===== src/rtl/cordic_pkg.sv =====
// Shared CORDIC constants: arctangent table, gain inverse, quadrant angles.
// Used by both vectoring and rotation mode CORDIC blocks.
package cordic_pkg;

  localparam int XW = 19;
  localparam int ZW = 32;
  localparam int MW = 18;

  localparam logic [15:0]   K_INV   = 16'd19898;
  localparam logic [ZW-1:0] ANG_90  = 32'h4000_0000;
  localparam logic [ZW-1:0] ANG_270 = 32'hC000_0000;

  typedef struct packed {
    logic          v;
    logic          zero;
    logic [XW-1:0] x;
    logic [XW-1:0] y;
    logic [ZW-1:0] z;
  } vec_t;

  // atan(2^-i) scaled so a full circle is 2^32
  function automatic logic [ZW-1:0] atan_lut(input int i);
    case (i)
      0:       return 32'h2000_0000;
      1:       return 32'h12E4_051E;
      2:       return 32'h09FB_385B;
      3:       return 32'h0511_11D4;
      4:       return 32'h028B_0D43;
      5:       return 32'h0145_D7E1;
      6:       return 32'h00A2_F61E;
      7:       return 32'h0051_7C55;
      8:       return 32'h0028_BE53;
      9:       return 32'h0014_5F2F;
      10:      return 32'h000A_2F98;
      11:      return 32'h0005_17CC;
      12:      return 32'h0002_8BE6;
      13:      return 32'h0001_45F3;
      14:      return 32'h0000_A2FA;
      15:      return 32'h0000_517D;
      default: return '0;
    endcase
  endfunction

endpackage


===== src/rtl/cordic_vec_stage.sv =====
// One registered vectoring micro-rotation with fixed shift index IDX.
// Drives Y toward zero and accumulates the rotated angle in Z.
module cordic_vec_stage
  import cordic_pkg::*;
#(
  parameter int IDX = 0
) (
  input  logic clock,
  input  logic reset_n,
  input  vec_t s_i,
  output vec_t s_o
);

  localparam logic [ZW-1:0] ANG = atan_lut(IDX);

  vec_t s_d, s_q;
  logic signed [XW-1:0] x, y, xs, ys;

  always_comb begin
    x   = s_i.x;
    y   = s_i.y;
    xs  = x >>> IDX;
    ys  = y >>> IDX;
    s_d = s_i;
    if (!y[XW-1]) begin
      s_d.x = x + ys;
      s_d.y = y - xs;
      s_d.z = s_i.z + ANG;
    end else begin
      s_d.x = x - ys;
      s_d.y = y + xs;
      s_d.z = s_i.z - ANG;
    end
  end

  always_ff @(posedge clock) begin
    if (!reset_n) s_q <= '0;
    else          s_q <= s_d;
  end

  assign s_o = s_q;

endmodule


===== src/rtl/cordic_vectoring.sv =====
// Pipelined vectoring CORDIC: atan2 phase and magnitude of (Xin,Yin).
// Define CORDIC_VEC_GAIN_COMP_EN to scale mag by 1/K (one extra stage).
module cordic_vectoring
  import cordic_pkg::*;
#(
  parameter int STG = 10
) (
  input  logic               clock,
  input  logic               reset_n,
  input  logic               in_valid,
  input  logic signed [15:0] Xin,
  input  logic signed [15:0] Yin,
  output logic               out_valid,
  output logic signed [31:0] phase,
  output logic        [17:0] mag
);

  vec_t pre_d, pre_q;
  vec_t pipe [STG+1];

  logic signed [XW-1:0] xe, ye;
  logic                 src_v;
  logic [ZW-1:0]        src_z;
  logic [MW-1:0]        src_m;
  logic                 out_valid_q;
  logic [ZW-1:0]        phase_q;
  logic [MW-1:0]        mag_q;
  logic                 unused_bits;

  // Fold left half-plane into the right half-plane
  always_comb begin
    xe         = {{(XW-16){Xin[15]}}, Xin};
    ye         = {{(XW-16){Yin[15]}}, Yin};
    pre_d      = '0;
    pre_d.v    = in_valid;
    pre_d.zero = (Xin == '0) && (Yin == '0);
    unique case (1'b1)
      !Xin[15]: begin
        pre_d.x = xe;
        pre_d.y = ye;
      end
      Xin[15] && !Yin[15]: begin
        pre_d.x = ye;
        pre_d.y = -xe;
        pre_d.z = ANG_90;
      end
      default: begin
        pre_d.x = -ye;
        pre_d.y = xe;
        pre_d.z = ANG_270;
      end
    endcase
  end

  always_ff @(posedge clock) begin
    if (!reset_n) pre_q <= '0;
    else          pre_q <= pre_d;
  end

  assign pipe[0] = pre_q;

  for (genvar g = 0; g < STG; g++) begin : g_stg
    cordic_vec_stage #(
      .IDX(g)
    ) u_stg (
      .clock   (clock),
      .reset_n (reset_n),
      .s_i     (pipe[g]),
      .s_o     (pipe[g+1])
    );
  end

`ifdef CORDIC_VEC_GAIN_COMP_EN
  logic [33:0]   prod;
  logic          cv_q;
  logic [ZW-1:0] cz_q;
  logic [MW-1:0] cm_q;

  always_comb
    prod = 34'(pipe[STG].x[MW-1:0]) * 34'(K_INV) + 34'd16384;

  always_ff @(posedge clock) begin
    if (!reset_n) begin
      cv_q <= 1'b0;
      cz_q <= '0;
      cm_q <= '0;
    end else begin
      cv_q <= pipe[STG].v;
      cz_q <= pipe[STG].zero ? '0 : pipe[STG].z;
      cm_q <= prod[15 +: MW];
    end
  end

  assign src_v = cv_q;
  assign src_z = cz_q;
  assign src_m = cm_q;
  assign unused_bits = ^{pipe[STG].y, pipe[STG].x[XW-1:MW],
                         prod[33], prod[14:0]};
`else
  assign src_v = pipe[STG].v;
  assign src_z = pipe[STG].zero ? '0 : pipe[STG].z;
  assign src_m = pipe[STG].x[MW-1:0];
  assign unused_bits = ^{pipe[STG].y, pipe[STG].x[XW-1:MW]};
`endif

  always_ff @(posedge clock) begin
    if (!reset_n) begin
      out_valid_q <= 1'b0;
      phase_q     <= '0;
      mag_q       <= '0;
    end else begin
      out_valid_q <= src_v;
      if (src_v) begin
        phase_q <= src_z;
        mag_q   <= src_m;
      end
    end
  end

  assign out_valid = out_valid_q;
  assign phase     = phase_q;
  assign mag       = mag_q;

endmodule

===== config.mk =====
export PLATFORM = sky130hd
export DESIGN_NAME = cordic_vectoring
export DESIGN_NICKNAME = d
export VERILOG_FILES = /design/src/rtl/cordic_pkg.sv /design/src/rtl/cordic_vec_stage.sv /design/src/rtl/cordic_vectoring.sv
export SDC_FILE = /design/constraint.sdc
export NUM_CORES = 2
export LEC_CHECK = 0
export CORE_MARGIN = 2
export CORE_UTILIZATION = 41
export CTS_BUF_LIST = sky130_fd_sc_hd__clkbuf_16
export DETAILED_ROUTE_END_ITERATION = 8
export PLACE_DENSITY = 0.61
export RECOVER_POWER = 50
export SLEW_MARGIN = 20
export SYNTH_ARGS = -nofsm -noshare
export SYNTH_HDL_FRONTEND = slang
export SYNTH_HIERARCHICAL = 1
export SYNTH_SLANG_ARGS = --single-unit

===== constraint.sdc =====
create_clock -name clock -period 4.5 [get_ports clock]
set_input_delay 0.9 -clock clock [delete_from_list [all_inputs] [get_ports clock]]
set_output_delay 0.9 -clock clock [all_outputs]
set_load 0.01 [all_outputs]

After elaboration in Yosys (flattened, before gate mapping)

Index checks and enable logic that the tools add are counted.

Reductions and logical operators: 6
$add $sub $neg: 61
Mux-type cells: 13

Operator list:

| kind                                                              | number |
|---|---|
| 70-bit two-way mux                                                | 9 |
| 38-bit one-hot mux with 2 select lines                            | 1 |
| 69-bit two-way mux                                                | 1 |
| 32-bit one-hot mux with 2 select lines                            | 1 |
| 19-bit by 11-bit adder with 19-bit output                         | 2 |
| 19-bit by 12-bit adder with 19-bit output                         | 2 |
| 19-bit by 13-bit adder with 19-bit output                         | 2 |
| 19-bit by 14-bit adder with 19-bit output                         | 2 |
| 19-bit by 15-bit adder with 19-bit output                         | 2 |
| 19-bit by 16-bit adder with 19-bit output                         | 2 |
| 19-bit by 17-bit adder with 19-bit output                         | 2 |
| 19-bit by 18-bit adder with 19-bit output                         | 2 |
| 16-bit negation with 19-bit output                                | 2 |
| 19-bit by 11-bit subtractor with 19-bit output                    | 2 |
| 19-bit by 12-bit subtractor with 19-bit output                    | 2 |
| 19-bit by 13-bit subtractor with 19-bit output                    | 2 |
| 19-bit by 14-bit subtractor with 19-bit output                    | 2 |
| 19-bit by 15-bit subtractor with 19-bit output                    | 2 |
| 19-bit by 16-bit subtractor with 19-bit output                    | 2 |
| 19-bit by 17-bit subtractor with 19-bit output                    | 2 |
| 19-bit by 18-bit subtractor with 19-bit output                    | 2 |
| 19-bit subtractor                                                 | 2 |
| 32-bit by 21-bit adder with 32-bit output (second input constant) | 1 |
| 32-bit by 22-bit adder with 32-bit output (second input constant) | 1 |
| other kinds (27)                                                  | 30 |

Word-level logic and storage cells: 137
Bits in registers: 823
Input bits: 35

Depth between registers and ports, before layout

Depth after elaboration: 3
Mapped depth: 16
Mapped depth without buffers: 15

Modules after synthesis

Netlist, hierarchy kept.

Modules (own cells, without submodules):

| module                            | cells each | instances | sequential area each (um2) | area an instance (um2) |
|---|---|---|---|---|
| cordic_vec_stage (g_stg[4].u_stg) | 739        | 1         | 1441.4                     | 5978.2 |
| cordic_vec_stage (g_stg[5].u_stg) | 759        | 1         | 1441.4                     | 5978.2 |
| cordic_vec_stage (g_stg[2].u_stg) | 742        | 1         | 1441.4                     | 5921.9 |
| cordic_vec_stage (g_stg[9].u_stg) | 722        | 1         | 1441.4                     | 5859.4 |
| cordic_vec_stage (g_stg[8].u_stg) | 741        | 1         | 1441.4                     | 5834.3 |
| cordic_vec_stage (g_stg[1].u_stg) | 708        | 1         | 1441.4                     | 5770.5 |
| cordic_vec_stage (g_stg[3].u_stg) | 732        | 1         | 1441.4                     | 5770.5 |
| cordic_vec_stage (g_stg[7].u_stg) | 713        | 1         | 1441.4                     | 5759.3 |
| cordic_vec_stage (g_stg[6].u_stg) | 727        | 1         | 1441.4                     | 5754.3 |
| cordic_vec_stage (g_stg[0].u_stg) | 637        | 1         | 1421.4                     | 5007.3 |
| cordic_vectoring                  | 424        | 1         | 1861.8                     | 3823.7 |

Worst setup path before layout

OpenSTA, ideal clock, no wires.

Path type: register -> register
Start point: register g_stg[4].u_stg.s_q, in the netlist g_stg[4].u_stg/s_o[43]
End point: register g_stg[5].u_stg.s_q, in the netlist g_stg[5].u_stg/s_o[69]
Library setup time: 0.095 ns
Path slack: 0.937 ns
Stages on the path, launching flop included: 14
Data arrival time: 3.467 ns
Required time: 4.405 ns
Cells stage by stage: dfxtp_1 > or4_4 > or3_4 > nor4_1 > nand2b_1 > nor2_1 > nor2_1 > xnor2_1 > ha_1 > and3_1 > a211oi_1 > o221ai_1 > a221o_1 > o311ai_1

Word-level cells in the longest chain between the ends: 2
Elaborated cells on any way between the ends: 3
Classes of those cells: add/sub: 2; mux: 1

Ends and longest elaborated chain:

| element                                                                                                     | RTL line                                       | text |
|---|---|---|
| start: declaration                                                                                          | cordic_vec_stage.sv:16                         | `vec_t s_d, s_q;` |
| start signal: assignment                                                                                    | cordic_vec_stage.sv:37                         | `if (!reset_n) s_q <= '0;` |
| start signal: assignment                                                                                    | cordic_vec_stage.sv:38                         | `else s_q <= s_d;` |
| 19-bit by 14-bit adder with 19-bit output or 19-bit by 14-bit subtractor with 19-bit output (tied branches) | cordic_vec_stage.sv:26, cordic_vec_stage.sv:30 |  |
| 70-bit two-way mux (*)                                                                                      | cordic_vec_stage.sv:25                         | `if (!y[XW-1]) begin` |
| end signal: assignment                                                                                      | cordic_vec_stage.sv:37                         |  |
| end signal: assignment                                                                                      | cordic_vec_stage.sv:38                         |  |
| end: declaration                                                                                            | cordic_vec_stage.sv:16                         |  |

Every way passes the cells marked *; elsewhere a longest branch is shown, timed or not.
A chain may end at the register's enable or synchronous reset.

Final worst setup path

Same ends and word-level chain as after synthesis.

==> out/metrics.cfg <==
[status]
outcome = finished with violations
violations = max-capacitance violations, max-slew violations

[timing]
fin_crit_sh_pct = 90.03
finClkSkew_ns = 0.03169
setup_tns_ns = 0
hold_slack_ns = 0.4178
hold_viol = 0
tightestPinTransition_ns = 3.333
max_freq_ghz = 0.2468
setup-violations-final = 0
fin_crit_ns = 4.051
drv_slew = 561
rsz0062_at_grt = false
relSlewSlack_pct = -122.2

[floorplanning]
die_h_um = 384.8
core_area_sq_mm = 0.1438
initial_core_util_pct = 41.33
fp.dieArea_sq_mm = 0.1480
die_x_um = 384.8
num_io_pins = 86
num_rows = 139

[worst_setup_path]
r2r_slack_ns = 0.45
arrival_ns = 4.62
endpoint = g_stg[5].u_stg/s_o[69]
worstPathMaxFanout = 5
r2r_cells = 15
critPathKind = reg2reg
crit_path_start = g_stg[4].u_stg/s_o[43]
r2r_start = g_stg[4].u_stg/s_o[43]
end_kind = register
crit_required_ns = 5.07
start_kind = register
rr_endpoint = g_stg[5].u_stg/s_o[69]

[routing]
vias = 52470
drc = 0
wl_per_cell_um = 16.97
first_pass_iters = 6
drt_iter0_drc = 3398
wirelength_um = 159300
drtAntennaViolNets = 0
via_per_inst = 5.590

[cts]
cts_resized = 0
cts_hold_buf = 0
htree_levels = 3
post_cts_buffers = 0
cts_buffer_depth = 3
clockRootBuffer = clkbuf_16
clock_sinks = 782
numCtsBuffers = 91
cts.clk_slew.worst_paths_ns = 0.06
insertion_delay_ns = 0.72
cts_tree = built

[yosys]
synth_cells = 7408
synth.avg_cell_area_sq_um = 8.024
syn_area_sq_mm = 0.05944
ys_warn_count = 6

[grt]
top_usage_layer = met2
grt.total_usage_pct = 21.11
met3_usage_pct = 2.836
grt_pass1_wl_um = 260800
grt_pass1_vias = 49500
grt_max_degree = 66
met1_usage_pct = 29.93
antenna_found_initial = 4
grt-ovfl-total = 0
grt_use_met2_pct = 34.06

[finish]
final_core_util_pct = 45.08
drive_above_1_share_pct = 4.049
nNetsFinal = 8130
area_delta_synth_final_pct = 9.083
stdcell_count = 9386
n_antenna_cell = 0

[placement]
gp_congestion = 0.9143
hpwl_um = 124400
dp.cells = 9216
portBuffers = 85

[flow_run]
cap_violations = 11

[min_path]
hp-class = reg2reg

area by class of cell:
| type | instances | area, sq um |
|---|---|---|
| fill | 14480 | 78990 |
| multi-input combinational | 6096 | 41660 |
| sequential | 782 | 15660 |
| inverter | 303 | 1137 |
| clock inverter | 78 | 574.3 |
| tap | 1903 | 2381 |
| timing repair buffer | 132 | 1125 |
| clock buffer | 92 | 2302 |
how the worst min path moves through the flow:
stage                                      start                      to  slack [ns]  cells past startpoint
after CTS                 g_stg[8].u_stg/s_o[70]  g_stg[9].u_stg/s_o[70]        0.43                      1
final                     g_stg[7].u_stg/s_o[71]  g_stg[8].u_stg/s_o[71]        0.42                      1
after detailed placement  g_stg[0].u_stg/s_o[70]  g_stg[1].u_stg/s_o[70]        0.42                      1
after floorplan                        pipe[790]  g_stg[0].u_stg/s_o[70]        0.41                      1
after global placement    g_stg[6].u_stg/s_o[71]  g_stg[7].u_stg/s_o[71]        0.41                      1
after global routing      g_stg[7].u_stg/s_o[71]  g_stg[8].u_stg/s_o[71]        0.44                      1
layout by cell type, fill, tap and decap left out, types with 28 or more instances in the layout:
master           instances
a211oi_1                88
a21o_1                 237
a21oi_1                704
a31oi_1                 91
and2_0                  28
and2_1                 106
and3_1                  64
clkbuf_16               92
clkdlybuf4s50_1         30
conb_1                  34
dfxtp_1                780
dlygate4sd3_1           53
fa_1                    30
ha_1                   659
inv_1                  310
mux2i_1                110
nand2_1                450
nand2b_1               130
nand3_1                130
nand4_1                 94
nor2_1                 915
nor2b_1                 94
nor3_1                 214
nor3b_1                 37
nor4_1                  58
o211ai_1                69
o21a_1                 125
o21ai_0                361
o21ai_1                 31
o21bai_1                73
o31ai_1                 44
or3_1                   60
xnor2_1                323
xor2_1                 277
layer usage:
layer / share of wire [%] / wire length, um
met1: 49 / 78310
met2: 45 / 71080
met3: 4.4 / 7041
met4: 1.8 / 2854
met5: 0 / 0
sequential cells by signal, indices dropped and copies added (netlist names):
| signal | count |
|---|---|
| out_valid | 1 |
| mag | 18 |
| phase | 32 |
| g_stg.u_stg/s_o | 689 |
| pipe | 42 |
worst max-delay path, cell delays in order, from the launching register on:
cell and delay (ns):
dfxtp_1 0.36, or4_4 0.55, or3_4 0.38, nor4_1 0.35, nand2b_1 0.19, nor2_1 0.13, nor2_1 0.06, xnor2_1 0.12
ha_1 0.32, inv_1 0.14, nor2_1 0.08, a211oi_1 0.31, o221ai_1 0.26, a221o_1 0.43, nand4_1 0.10, o311ai_1 0.13
per-stage QoR:
stage,instance area [sq um],worst slack [ns]
floorplan,59560,0.9372
global placement,62140,0.6141
detailed placement,62140,0.5486
CTS,65020,0.5144
global route,64840,0.09132
finish,64840,0.4488
Power is left out: the tool's default activity adds up to more than one toggle a clock period on the data nets, which glitch-free logic cannot reach.
